--- config.mk ---
export PLATFORM = sky130hd
export DESIGN_NAME = conv3x3_engine
export DESIGN_NICKNAME = d
export VERILOG_FILES = /design/src/rtl/conv3x3_engine.sv
export SDC_FILE = /design/constraint.sdc
export NUM_CORES = 2
export LEC_CHECK = 0
export BUFFER_PORTS_ARGS = -buffer_cell sky130_fd_sc_hd__buf_2
export CORE_MARGIN = 2
export CORE_UTILIZATION = 60
export DETAILED_ROUTE_END_ITERATION = 10
export GPL_TIMING_DRIVEN = 0
export PLACE_DENSITY_LB_ADDON = 0.1
export SLEW_MARGIN = 25
export SYNTH_ARGS = -nofsm -noshare
export SYNTH_HDL_FRONTEND = slang
export SYNTH_SLANG_ARGS = --single-unit
--- constraint.sdc ---
create_clock -name clk -period 5.2 [get_ports clk]
set_input_delay 0.52 -clock clk [delete_from_list [all_inputs] [get_ports clk]]
set_output_delay 0.52 -clock clk [all_outputs]
set_load 0.01 [all_outputs]
--- src/rtl/conv3x3_engine.sv ---
// conv3x3_engine: 3-stage pipelined 3x3 signed-kernel convolution with shift and clamp; define CONV3X3_ABS_EN to output the magnitude of negative sums
module conv3x3_engine #(
  parameter int IMG_W  = 64,
  parameter int IMG_H  = 64,
  parameter int PIX_W  = 8,
  parameter int COEF_W = 8
) (
  input  logic              clk,
  input  logic              rst_n,
  input  logic              win_valid,
  input  logic [PIX_W-1:0]  p1,
  input  logic [PIX_W-1:0]  p2,
  input  logic [PIX_W-1:0]  p3,
  input  logic [PIX_W-1:0]  p4,
  input  logic [PIX_W-1:0]  p5,
  input  logic [PIX_W-1:0]  p6,
  input  logic [PIX_W-1:0]  p7,
  input  logic [PIX_W-1:0]  p8,
  input  logic [PIX_W-1:0]  p9,
  input  logic              coef_wr,
  input  logic [3:0]        coef_addr,
  input  logic [COEF_W-1:0] coef_data,
  output logic [PIX_W-1:0]  pix_out,
  output logic              pix_valid,
  output logic [5:0]        out_row,
  output logic [5:0]        out_col,
  output logic              frame_done,
  output logic              busy,
  output logic              coef_err
);
  localparam int PROD_W = PIX_W + COEF_W + 1;
  localparam int ROW_W  = PROD_W + 2;
  localparam int SUM_W  = PROD_W + 4;
  logic [PIX_W-1:0] pix [9];
  logic signed [COEF_W-1:0] k_q [9];
  logic signed [COEF_W-1:0] k_d [9];
  logic [3:0] shift_q, shift_d;
  logic coef_err_q, coef_err_d;
  logic coef_hit, coef_drop;
  logic signed [PROD_W-1:0] prod_q [9];
  logic signed [PROD_W-1:0] prod_d [9];
  logic signed [ROW_W-1:0] row_sum_q [3];
  logic signed [ROW_W-1:0] row_sum_d [3];
  logic signed [SUM_W-1:0] sum, shifted, mag;
  logic v1_q, v1_d, v2_q, v2_d, v3_q, v3_d;
  logic [PIX_W-1:0] pix_q, pix_d;
  logic [5:0] row_q, row_d, col_q, col_d;
  logic last_row, last_col;
  assign pix = '{p1, p2, p3, p4, p5, p6, p7, p8, p9};
  assign last_col = col_q == 6'(IMG_W - 1);
  assign last_row = row_q == 6'(IMG_H - 1);
  assign busy = v1_q | v2_q | v3_q | (|row_q) | (|col_q);
  assign coef_hit = coef_wr && coef_addr <= 4'd9;
  assign coef_drop = coef_hit && (busy || win_valid);
  // kernel/shift update: writes land only while the engine is idle, otherwise flag the drop
  always_comb begin
    k_d = k_q;
    shift_d = (coef_hit && !coef_drop && coef_addr == 4'd9) ? coef_data[3:0] : shift_q;
    coef_err_d = coef_err_q | coef_drop;
    for (int i = 0; i < 9; i++)
      k_d[i] = (coef_hit && !coef_drop && coef_addr == 4'(i)) ? coef_data : k_q[i];
  end
  // S1 products and S2 row sums; pixels are unsigned so they get a zero sign bit
  always_comb begin
    for (int i = 0; i < 9; i++)
      prod_d[i] = PROD_W'($signed({1'b0, pix[i]})) * PROD_W'(k_q[i]);
    for (int r = 0; r < 3; r++)
      row_sum_d[r] = ROW_W'(prod_q[3*r]) + ROW_W'(prod_q[3*r+1]) + ROW_W'(prod_q[3*r+2]);
  end
  // S3 total, arithmetic shift, optional magnitude, clamp to the pixel range
  always_comb begin
    sum = SUM_W'(row_sum_q[0]) + SUM_W'(row_sum_q[1]) + SUM_W'(row_sum_q[2]);
    shifted = sum >>> shift_q;
`ifdef CONV3X3_ABS_EN
    mag = shifted[SUM_W-1] ? -shifted : shifted;
`else
    mag = shifted;
`endif
    pix_d = !v2_q ? pix_q : mag[SUM_W-1] ? '0 : (|mag[SUM_W-2:PIX_W]) ? '1 : mag[PIX_W-1:0];
  end
  // valid pipeline and output raster position, advanced once per emitted beat
  always_comb begin
    v1_d = win_valid;
    v2_d = v1_q;
    v3_d = v2_q;
    col_d = v3_q ? (last_col ? '0 : col_q + 6'd1) : col_q;
    row_d = (v3_q && last_col) ? (last_row ? '0 : row_q + 6'd1) : row_q;
  end
  // control state with synchronous active-low reset back to the identity kernel
  always_ff @(posedge clk) begin
    if (!rst_n) begin
      for (int i = 0; i < 9; i++) k_q[i] <= (i == 4) ? COEF_W'(1) : '0;
      shift_q <= '0;
      coef_err_q <= 1'b0;
      v1_q <= 1'b0;
      v2_q <= 1'b0;
      v3_q <= 1'b0;
      pix_q <= '0;
      row_q <= '0;
      col_q <= '0;
    end else begin
      k_q <= k_d;
      shift_q <= shift_d;
      coef_err_q <= coef_err_d;
      v1_q <= v1_d;
      v2_q <= v2_d;
      v3_q <= v3_d;
      pix_q <= pix_d;
      row_q <= row_d;
      col_q <= col_d;
    end
  end
  // datapath registers need no reset since the valid bits qualify them
  always_ff @(posedge clk) begin
    prod_q <= prod_d;
    row_sum_q <= row_sum_d;
  end
  assign pix_out = pix_q;
  assign pix_valid = v3_q;
  assign out_row = row_q;
  assign out_col = col_q;
  assign frame_done = v3_q & last_row & last_col;
  assign coef_err = coef_err_q;
endmodule

==> flow_metrics.env <==
export IMPL_max_clock_freq_mhz=204
export IMPL_area_growth_pct=8.01
export IMPL_ys_warn_count=0
export IMPL_grt_overflow_total=0
export IMPL_vias_per_cell=5.33
export IMPL_path_max_fanout=9
export IMPL_hold_buffers=0
export IMPL_crit_required_ps=5630
export IMPL_startpoint_type="flop"
export IMPL_final_area_sq_um=35800
export IMPL_irDropWorstVdd_mv=0.201
export IMPL_routed_wirelength_um=74600
export IMPL_synth_distinct_cells=89
export IMPL_synth_xor_area_share_pct=3.80
export IMPL_synth_top_cell_area_share_pct=24.6
export IMPL_clkPwrFrac_pct=48.2
export IMPL_reg2reg_to="prod_q[151]$_DFF_P_"
export IMPL_cellPowerDensity_nw_per_um2=160
export IMPL_yosys_area_share_simple_pct=16.7
export IMPL_synth_async_reset_ratio_pct=0
export IMPL_die_h_um=239
export IMPL_syn_area_per_cell_sq_um=9.00
export IMPL_rsz0062_at_grt="no"
export IMPL_ys_seq_area_share_pct=18.7
export IMPL_synth_top_family_by_area="adder cells"
export IMPL_cp_common_cell="fa_1"
export IMPL_syn_nets=4638
export IMPL_rrSetupSlack_ps=300
export IMPL_final_cell_count_no_fill=4521
export IMPL_synthMuxAreaShare_pct=1.68
export IMPL_hp_start="win_valid"
export IMPL_synth_area_leaders="fa_1 (25%), dfxtp_1 (19%), ha_1 (17%)"
export IMPL_setup_viol=0
export IMPL_dieArea_sq_um=57100
export IMPL_cts_root_buf="clkbuf_16"
export IMPL_wl_per_cell_um=16.5
export IMPL_start_util_pct=60.4
export IMPL_portBuffers=102
export IMPL_path_cells="clkbuf_1 > nand2_1 > fa_1 > fa_1 > fa_1 > fa_1 > inv_1 > ha_1 > a21oi_1 > o21ai_0 > a21oi_1 > o21bai_1 > a21oi_1 > o21ai_0 > or4_1 > o311a_1 > xor2_1"
export IMPL_rr_worst_depth=17
export IMPL_combinationalPowerShare_pct=9.1
export IMPL_swShare_pct=24.3
export IMPL_drtIter0Drc=1311
export IMPL_holdPathEnd="v1_q$_SDFF_PN0_"
export IMPL_maxSlewViolCount=0
export IMPL_num_rows=86
export IMPL_cts_sinks=310
export IMPL_synth_area_leader_cell="fa_1"
export IMPL_dp_slack_ps=-73.7
export IMPL_post_dp_cell_area_sq_um=34500
export IMPL_hold_violations=0
export IMPL_ant_nets=0
export IMPL_drive_above_1_share_pct=6.68
export IMPL_finalCritPeriodShare_pct=94.3
export IMPL_dp_cells=4489
export IMPL_hpwl_um=60000
export IMPL_antenna_found_initial=2
export IMPL_ios=112
export IMPL_grt_total_usage_pct=27.5
export IMPL_endpoint_kind="flop"
export IMPL_worstPathArrival_ps=5330
export IMPL_grt_pass1_wl_um=124000
export IMPL_critPathLaunch="k_q[68]$_SDFFE_PN0P_"
export IMPL_synth_area_sq_um=33100
export IMPL_fin_crit_ps=4900
export IMPL_relSlewSlack_pct=35.6
export IMPL_path_class="flop to flop"
export IMPL_worst_skew_pair_late_latency_ps=540
export IMPL_p_leak_nw=17.9
export IMPL_ys_flop_type="dfxtp_1"
export IMPL_tightest_slew_ps=959
export IMPL_reg2reg_from="k_q[68]$_SDFFE_PN0P_"
export IMPL_fp_coreArea_sq_um=54900
export IMPL_clockBufferDepth=3
export IMPL_die_w_um=239
export IMPL_dr_total_vias=24100
export IMPL_nets=4749
export IMPL_post_cts_setup_buffer_count=0
export IMPL_fin_skew_ps=18.9
export IMPL_drcViolationCount=0
export IMPL_power_mw=5.73
export IMPL_hp_class="input port to flop"
export IMPL_fin_worst_hold_slack_ps=227
export IMPL_outcome="finished clean"
export IMPL_syn_inst=3682
export IMPL_synthAdderAreaFrac_pct=42.0
export IMPL_path_clk_slew_ps=60
export IMPL_cts_tree="yes"
export IMPL_timing_final_ws_setup_ps=298
export IMPL_synth_compound_area_share_pct=8.21
export IMPL_grt_max_degree=13
export IMPL_synth_most_common_cell="inv_1"
export IMPL_htree_num_levels=2
export IMPL_p_sw_mw=1.39
export IMPL_hold_depth=2
export IMPL_seqPwrFrac_pct=42.7
export IMPL_ys_seq_elements=310
export IMPL_gp_congestion=0.897
export IMPL_synth_edf_count=0
export IMPL_synth_common_cells="inv_1 (690), nand2_1 (481), ha_1 (461)"
export IMPL_firstDrtPassIters=5
export IMPL_cp_slowest_cell="fa_1"
export IMPL_drv_cap=0
export IMPL_p_int_mw=4.34
export IMPL_cts_made_buffers=37
export IMPL_crit_path_max_incr_delay_ps=500
export IMPL_grt_pass1_vias=24000
[flip-flops by register name, summed over array words and instances (netlist names), 4 cells and up]
name,cells
prod_q,153
k_q,72
row_sum_q,57
pix_out,8
out_col,6
out_row,6
shift_q,4
[critical path, delay by kind of cell, from the launching register on]
family | cells | cell delay, ps
simple gates | 2 | 550
compound gates | 7 | 1220
xor+xnor | 1 | 140
buf+inv | 2 | 360
fa+ha+maj | 5 | 2170
flops | 1 | 310
[power by group through the flow]
| stage | logic (mW) | registers, mW | clock network, mW |
|---|---|---|---|
| floorplan | 0.294 | 2.49 | 0 |
| global placement | 0.511 | 2.50 | 0 |
| detailed placement | 0.515 | 2.50 | 0 |
| CTS | 0.520 | 2.44 | 2.80 |
| global route | 0.572 | 2.45 | 2.89 |
| finish | 0.520 | 2.45 | 2.76 |
[metrics by stage]
stage / utilization, % / TNS [ps]
3_3_place_gp: 62.9 / -75.2
5_1_grt: 65.2 / 0
4_1_cts: 65.3 / 0
2_1_floorplan: - / 0
6_report: 65.2 / 0
3_5_place_dp: 63.0 / -73.7
[how the worst max path moves through the flow]
| stage | endpoint | slack, ps | cells past startpoint |
|---|---|---|---|
| detailed placement | prod_q[48]$_DFF_P_ | -70 | 19 |
| finish | prod_q[151]$_DFF_P_ | 300 | 17 |
| global placement | prod_q[48]$_DFF_P_ | -80 | 18 |
| floorplan | prod_q[151]$_DFF_P_ | 750 | 18 |
| global route | prod_q[16]$_DFF_P_ | 3 | 18 |
| CTS | prod_q[48]$_DFF_P_ | 20 | 18 |
[timing repair]
item | CTS | global route
cloned | 0 | 0
endpoints found under the hold margin | 0 | 0
resized for setup | 2 | 32
endpoints found under the setup margin | 2 | 22
[cells by family after synthesis]
family	after synthesis
simple gates	1141
buf+inv	778
xor+xnor	143
compound gates	400
mux	42
fa+ha+maj	868
flops	310
[cells in the final DEF, fill, tap and decap left out, drive strengths merged, types with 26 or more instances in the layout]
cell / n
fa: 407
and2: 268
nand2: 482
o21ai: 96
buf: 109
nor3: 31
dfxtp: 310
a21boi: 90
inv: 694
nand3: 36
nand2b: 65
xnor2: 130
clkbuf: 97
mux2i: 26
a21oi: 89
ha: 461
nor2: 157
nor2b: 45
[cell type report]
cell class	instances	area (sq um)
inverters	692	2600
clock buffers	48	1090
diodes	1	2.50
clock inverters	14	214
plain buffers	55	240
well taps	704	881
repair buffers	103	515
flip-flops and latches	310	6230
fillers	4779	19100
multi-input cells	2594	24000
[layer usage]
layer	wire length, um	up-vias	share of wire, %	track usage [%]
li1	-	11800	-	-
met2	35100	454	47	45.9
met3	3280	80	4.4	3.20
met4	1300	2	1.7	5.02
met1	34900	11800	47	39.0
met5	13	-	0.017	0
No activity file was read; power rests on OpenSTA's default activity.
